File: src/rtl/sd_gap_reporter.sv
// sd_gap_reporter
// Measures the number of idle cycles between detection pulses and queues each
// measurement in a small first-word-fall-through FIFO. It also keeps a
// saturating count of all detections and a sticky flag for dropped reports.
module sd_gap_reporter #(
    parameter int GAP_W = 8,
    parameter int DEPTH = 4,
    parameter int CNT_W = 16
) (
    input  logic             clk,
    input  logic             rst,
    input  logic             din,
    input  logic             clr,
    input  logic             out_ready,
    output logic             out_valid,
    output logic [GAP_W-1:0] out_gap,
    output logic [CNT_W-1:0] total_cnt,
    output logic             fifo_full,
    output logic             overflow
);

    localparam int AW = $clog2(DEPTH);
    localparam logic [AW:0] FULL_CNT = (AW + 1)'(DEPTH);

    logic [GAP_W-1:0] gap_cnt;
    logic [GAP_W-1:0] mem [DEPTH];
    logic [AW-1:0]    wr_ptr;
    logic [AW-1:0]    rd_ptr;
    logic [AW:0]      count;
    logic [CNT_W-1:0] tot;
    logic             ovf;

    logic push;
    logic pop;
    logic full;
    logic wr_en;
    logic drop;

    // Saturating increment for the idle-gap counter.
    function automatic logic [GAP_W-1:0] sat_inc_gap(input logic [GAP_W-1:0] v);
        return (&v) ? v : v + 1'b1;
    endfunction

    // Saturating increment for the total detection counter.
    function automatic logic [CNT_W-1:0] sat_inc_cnt(input logic [CNT_W-1:0] v);
        return (&v) ? v : v + 1'b1;
    endfunction

    // A clear cancels both the push and the pop of its cycle.
    assign full  = (count == FULL_CNT);
    assign push  = din & ~clr;
    assign pop   = (count != '0) & out_ready & ~clr;
    // A full FIFO still accepts a push when the head leaves in the same cycle.
    assign wr_en = push & (~full | pop);
    assign drop  = push & full & ~pop;

    // Control state: gap counter, detection total, pointers, occupancy, sticky overflow.
    always_ff @(posedge clk or posedge rst) begin
        if (rst) begin
            gap_cnt <= '0;
            tot     <= '0;
            wr_ptr  <= '0;
            rd_ptr  <= '0;
            count   <= '0;
            ovf     <= 1'b0;
        end else if (clr) begin
            gap_cnt <= '0;
            tot     <= '0;
            wr_ptr  <= '0;
            rd_ptr  <= '0;
            count   <= '0;
            ovf     <= 1'b0;
        end else begin
            gap_cnt <= din ? '0 : sat_inc_gap(gap_cnt);
            if (din) begin
                tot <= sat_inc_cnt(tot);
            end
            if (wr_en) begin
                wr_ptr <= wr_ptr + 1'b1;
            end
            if (pop) begin
                rd_ptr <= rd_ptr + 1'b1;
            end
            case ({wr_en, pop})
                2'b10:   count <= count + 1'b1;
                2'b01:   count <= count - 1'b1;
                default: count <= count;
            endcase
            if (drop) begin
                ovf <= 1'b1;
            end
        end
    end

    // Report storage; entries need no reset because occupancy gates visibility.
    always_ff @(posedge clk) begin
        if (wr_en) begin
            mem[wr_ptr] <= gap_cnt;
        end
    end

    assign out_valid = (count != '0);
    assign out_gap   = mem[rd_ptr];
    assign fifo_full = full;
    assign total_cnt = tot;
    assign overflow  = ovf;

endmodule

File: config.mk
export PLATFORM = sky130hd
export DESIGN_NAME = sd_gap_reporter
export DESIGN_NICKNAME = d
export VERILOG_FILES = /design/src/rtl/sd_gap_reporter.sv
export SDC_FILE = /design/constraint.sdc
export NUM_CORES = 1
export LEC_CHECK = 0
export BUFFER_PORTS_ARGS = -buffer_cell sky130_fd_sc_hd__clkbuf_2
export CORE_UTILIZATION = 35
export DETAILED_ROUTE_END_ITERATION = 6
export SETUP_SLACK_MARGIN = 0.05
export SYNTH_ARGS = -nofsm -noshare
export SYNTH_HDL_FRONTEND = slang
export SYNTH_SLANG_ARGS = --single-unit
File: constraint.sdc
create_clock -name clk -period 6.02 [get_ports clk]
set_clock_uncertainty 0.15 [all_clocks]
set_input_delay 0.301 -clock clk [delete_from_list [all_inputs] [get_ports clk]]
set_output_delay 0.301 -clock clk [all_outputs]
set_load 0.05 [all_outputs]
# ---- Word level (Yosys, flattened, before mapping)
# Memory sizes are Yosys's and may differ from the RTL's.
# Index checks and enable logic that the tools add are counted.
dict set report totals {
  ff_bits 32
  input_bits 5
  latch_bits 0
  word_cells 53
  ramBits 32
  output_inout_bits 27
  memories 1
  mem_bits_ro 0
}
# name depth width rd rd_clocked_by_memory_dff write_ports line_no
set memory_table {}
lappend memory_table {mem 4 8 1 0 1 26} ;# logic [GAP_W-1:0] mem [DEPTH];
dict set report op_classes {
  multipliers 0
  n_shift 0
  bitwise 10
  n_reduce_logical 9
  eq_ne 5
  add_sub_neg 6
  order_cmp 0
  n_mux 16
  div_mod_pow 0
}
# op count
set op_table {}
lappend op_table {{$mux W16} 3}
lappend op_table {{$mux W8} 3}
lappend op_table {{$add A16 B1 Y16 const B} 1}
lappend op_table {{$reduce_and A16 Y1} 1}
lappend op_table {{$add A8 B1 Y8 const B} 1}
lappend op_table {{$mux W2} 4}
lappend op_table {{$reduce_and A8 Y1} 1}
lappend op_table {{$reduce_bool A2 Y1} 4}
lappend op_table {{$and A1 B1 Y1} 6}
lappend op_table {{$pmux W3 S2} 1}
lappend op_table {{$reduce_bool A3 Y1} 2}
lappend op_table {{$add A2 B1 Y2 const B} 2}
lappend op_table {{$mux W1} 4}
lappend op_table {{$add A3 B1 Y3 const B} 1}
lappend op_table {{$eq A3 B3 Y1 const B} 1}
lappend op_table {{$mux W3} 1}
lappend op_table {{$ne A3 B3 Y1 const B} 1}
lappend op_table {{$not A1 Y1} 3}
lappend op_table {{$sub A3 B1 Y3 const B} 1}
lappend op_table {{$eq A2 B1 Y1 const B} 1}
lappend op_table {{$eq A2 B2 Y1 const B} 1}
lappend op_table {{$ne A2 B2 Y1 const B} 1}
lappend op_table {{$reduce_and A2 Y1} 1}
lappend op_table {{$or A1 B1 Y1} 1}

# ---- Logic depth before layout (Yosys ltp)
dict set report logic_depth {
  word_depth 8
  ltp_mapped 8
  depth_no_buf 6
}

# ---- Worst setup path before layout
# No wires, ideal clock.
dict set report synth_path {
  path_kind {register to register}
  startpoint {register count[0]}
  endpoint {register count[0]}
  synth_period_minus_slack_ns 3.086
  path_stages_with_launch 5
  arrival_ns 2.812
  setup_slack_ns 2.934
  t_required_ns 5.745
  path_buffers 0
  setup_ns 0.125
  cell_sequence {dfrtp_1 -> nor3b_1 -> a21oi_1 -> a21oi_1 -> mux2_2}
}
dict set report synth_between {
  word_cells_on_any_way 14
  classes_between {add/sub: 2; eq/ne: 3; mux: 2; bitwise: 5; reduce/logical: 2}
}
# item line_no
set synth_lines {}
lappend synth_lines {{start, declared} 29} ;# logic [AW:0] count;
lappend synth_lines {{start signal, assigned} 85} ;# 2'b10: count <= count + 1'b1;
lappend synth_lines {{start signal, assigned} 86} ;# 2'b01: count <= count - 1'b1;
lappend synth_lines {{start signal, assigned} 87} ;# default: count <= count;
lappend synth_lines {{$eq A3 B3 Y1 (*)} 50} ;# assign full = (count == FULL_CNT);
lappend synth_lines {{net fifo_full} 18} ;# output logic fifo_full,
lappend synth_lines {{$not A1 Y1 (*)} 54} ;# assign wr_en = push & (~full | pop);
lappend synth_lines {{$or A1 B1 Y1 (*)} 54}
lappend synth_lines {{$and A1 B1 Y1 (*)} 54}
lappend synth_lines {{$eq A2 B1 Y1 or $eq A2 B2 Y1 (tied branches)} 84} ;# case ({wr_en, pop})
lappend synth_lines {{$pmux W3 S2} 84}
lappend synth_lines {{$mux W3} 66} ;# end else if (clr) begin
# Mark *: on every way through the listed nets, which the timed path passes. The rest lies on a longest branch.
# A chain may end at the register's enable or synchronous reset.

# ---- Worst setup path in the final report
dict set report layout_path {
  startpoint {register count[0]}
  endpoint {register count[2]}
}
dict set report layout_between {
  elab_chain_len 8
  word_cells_on_any_way 14
  classes_between {add/sub: 2; eq/ne: 3; mux: 2; bitwise: 5; reduce/logical: 2}
}
# item line_no
set layout_rtl {}
lappend layout_rtl {{$reduce_bool A3 Y1} 52} ;# assign pop = (count != '0) & out_ready & ~clr;
lappend layout_rtl {{$and A1 B1 Y1 (2 in series)} 52}
lappend layout_rtl {{$or A1 B1 Y1} 54}
lappend layout_rtl {{$and A1 B1 Y1} 54}
lappend layout_rtl {{$eq A2 B1 Y1 or $eq A2 B2 Y1 (tied branches)} 84}
lappend layout_rtl {{$pmux W3 S2} 84}
lappend layout_rtl {{$mux W3} 66}
# Several ways; a longest one is shown, not always the timed one.

==> load_flow_metrics.sql <==
INSERT INTO impl_metrics (metric_group, metric, value, unit) VALUES
('cells_and_area', 'areaGrowthSynthToFinish', '16.6', '%'),
('clocking', 'cts_tree', 'done', ''),
('sta', 'final.min_clock_period', '2540', 'ps'),
('pwr', 'leakage_power', '1.42', 'nW'),
('cells_and_area', 'fillers', '778', ''),
('run', 'max_capacitance_violation_count', '0', ''),
('routing', 'detail-route-antenna-nets', '0', ''),
('pwr', 'power-per-cell-area', '294', 'nW/µm²'),
('clocking', 'clk_latency', '340', 'ps'),
('setup_path', 'critical_path.max_fanout', '7', ''),
('setup_path', 'reg2reg_from', 'count[0]', ''),
('sta', 'max_freq', '0.393', 'GHz'),
('sta', 'timing_hold_violations_final', '0', ''),
('sta', 'max-slew-margin-rel', '27.7', '%'),
('synthesis', 'ys_ff_latch', '64', ''),
('routing', 'routed-via-count', '1920', ''),
('cells_and_area', 'share_of_layout_cells_above_drive_strength_1', '24.2', '%'),
('worst_hold_path', 'holdCritStartpoint', 'din', ''),
('routing', 'routed_via_density', '5.03', ''),
('setup_path', 'crit_chain', 'o31ai_1 > nor2_1 > fa_1 > nor3_1 > a31oi_1 > mux2_2', ''),
('clocking', 'clock_tree.buffer_depth', '2', ''),
('routing', 'detailedRoute.firstPassIterationCount', '4', ''),
('sta', 'report.final.slew_viol_count', '0', ''),
('synthesis', 'yosysSeqAreaShare', '59.2', '%'),
('floorplanning', 'io-pin-count', '32', ''),
('global_route', 'pin_count_of_the_biggest_net_entering_global_routing', '33', ''),
('synthesis', 'postSynth.asyncResetShare', '50.0', '%'),
('floorplanning', 'floorplan.rows', '33', ''),
('synthesis', 'synthesis.area_per_instance', '12.6', 'µm²'),
('clocking', 'clock_sinks', '64', ''),
('pwr', 'ir_drop', '0.153', 'mV'),
('synthesis', 'synthDominantCellAreaShare', '32.3', '%'),
('sta', 'finalCritPeriodShare', '42.2', '%'),
('sta', 'fin_hold_ws', '267', 'ps'),
('placement', 'post-dp-hpwl', '3730', 'µm'),
('floorplanning', 'floorplan.die_area', '8880', 'µm²'),
('worst_hold_path', 'min_delay_path_depth', '3', ''),
('setup_path', 'crit-reg2reg-capture', 'count[2]', ''),
('setup_path', 'setup.worst_path.start_class', 'flop', ''),
('setup_path', 'worst_path_max_delay_cell', 'o31ai_1', ''),
('setup_path', 'r2r_setup_slack', '3480', 'ps'),
('placement', 'numPortBuffers', '31', ''),
('floorplanning', 'die_height', '94.2', 'µm'),
('routing', 'avgRoutedWirePerCell', '14.1', 'µm'),
('clocking', 'clockRootBuffer', 'clkbuf_8', ''),
('routing', 'wirelength', '5370', 'µm'),
('floorplanning', 'die_w', '94.2', 'µm'),
('pwr', 'report.power.total', '1.02', 'mW'),
('global_route', 'initial_antenna_violation_count', '0', ''),
('routing', 'drt_drc_violations_left', '0', ''),
('synthesis', 'synth.top_cells.by_count', 'dfrtp_1 (32), edfxtp_1 (32), nor2_1 (25)', ''),
('routing', 'drt-initial-drc-count', '74', ''),
('global_route', 'grt_first_pass_wirelength', '9270', 'µm'),
('clocking', 'cts_inserted_buffers', '9', ''),
('synthesis', 'post_synth_instance_area', '2980', 'µm²'),
('placement', 'routabilityCongestion', '0.802', ''),
('sta', 'tightest_slew', '1070', 'ps'),
('setup_path', 'worstPathRequired', '6100', 'ps'),
('sta', 'rsz0062_at_grt', 'no', ''),
('worst_hold_path', 'worst_hold_path.endpoint', 'total_cnt[2]', ''),
('synthesis', 'synthTopCellsByArea', 'edfxtp_1 (32%), dfrtp_1 (27%), mux4_2 (6.1%)', ''),
('global_route', 'gr-usage-all-layers', '14.0', '%'),
('sta', 'finalSetupTns', '0', 'ps'),
('floorplanning', 'core_region_area', '8220', 'µm²'),
('synthesis', 'primary_flip_flop_cell_chosen_by_synthesis_mapping', 'edfxtp_1', ''),
('global_route', 'first_global_vias', '1914', ''),
('placement', 'dpl_cell_area', '3240', 'µm²'),
('synthesis', 'syn-instance-count', '236', ''),
('setup_path', 'critPathMaxStageDelay', '750', 'ps'),
('synthesis', 'yosys.cell_types.count', '40', ''),
('status', 'outcome', 'finished, final reports clean', '');
## power breakdown
group / leakage (nW) / internal (mW) / switching, mW
registers: 0.741 / 0.473 / 0.0191
clock network: 0.103 / 0.233 / 0.165
logic: 0.573 / 0.0420 / 0.0868
total: 1.42 / 0.748 / 0.271
## layout by cell type, fill, tap and decap left out, types with 6 or more instances in the layout
cell type,n
dfrtp_1,32
clkbuf_8,9
mux2i_1,6
a21oi_1,9
mux4_2,8
nor2_1,25
mux2_2,8
clkbuf_2,31
nor3_1,7
edfxtp_1,32
ha_1,6
nor2b_1,9
inv_1,7
nand2_1,18
## flip-flops by register name (all words and copies together), names as in the netlist
register and cells:
overflow 1, rd_ptr 2, total_cnt 16, wr_ptr 2
count 3, gap_cnt 8, mem 32
## how the worst max path moves through the flow
stage          startpoint  endpoint  slack [ps]  depth (start not counted)
2_1_floorplan    count[0]  count[0]        2930                          4
3_5_place_dp     count[0]  count[2]        3520                          6
3_3_place_gp     count[0]  count[2]        3590                          6
4_1_cts          count[0]  count[2]        3520                          6
6_report         count[0]  count[2]        3480                          6
5_1_grt          count[0]  count[2]        3350                          6
## final cells by class
type | count | area (µm²) | share of cell area, %
Multi-Input combinational cell | 157 | 1160 | 33.4
Sequential cell | 64 | 1760 | 50.7
Clock inverter | 7 | 96.3 | 2.77
Timing Repair Buffer | 33 | 173 | 4.97
Clock buffer | 9 | 124 | 3.57
Inverter | 7 | 26.3 | 0.757
Tap cell | 105 | 131 | 3.78
## worst max-delay path, delay by kind of cell (launching register included)
family / cells / cell delay, ps
fa+ha+maj: 1 / 420
simple gates: 2 / 300
mux: 1 / 310
flops: 1 / 440
compound gates: 2 / 820
## per-stage QoR
| stage | util, % | setup slack (ps) | std cells |
|---|---|---|---|
| after floorplan | - | 2930 | 236 |
| final | 42.3 | 3480 | 382 |
| after CTS | 42.3 | 3520 | 382 |
| after global placement | 39.5 | 3590 | 365 |
| after detailed placement | 39.5 | 3520 | 365 |
| after global routing | 42.3 | 3350 | 382 |
## timing repair
| action | 4_1_cts | 5_1_grt |
|---|---|---|
| hold endpoints to repair | 32 | 0 |
| gates resized for setup | 0 | 0 |
| hold buffers | 1 | 0 |
## layer usage
| metal | track usage [%] | wire [µm] | up-vias |
|---|---|---|---|
| met2 | 22.9 | 2590 | 42 |
| met5 | 0 | 0 | - |
| met4 | 5.90 | 74 | 0 |
| met3 | 4.85 | 233 | 6 |
| li1 | - | - | 942 |
| met1 | 16.6 | 2480 | 930 |
## cell families (layout without fill, tap and decap cells)
logic type      count (synthesis)  after routing  share of synthesized area [%]
xor+xnor                        6              6                           1.76
compound gates                 25             25                           5.25
buf+inv                        15             56                           1.89
mux                            22             22                           11.1
simple gates                   97             97                           17.6
flops                          64             64                           59.2
fa+ha+maj                       7              7                           3.19
Power figures use the tool's default switching activity.
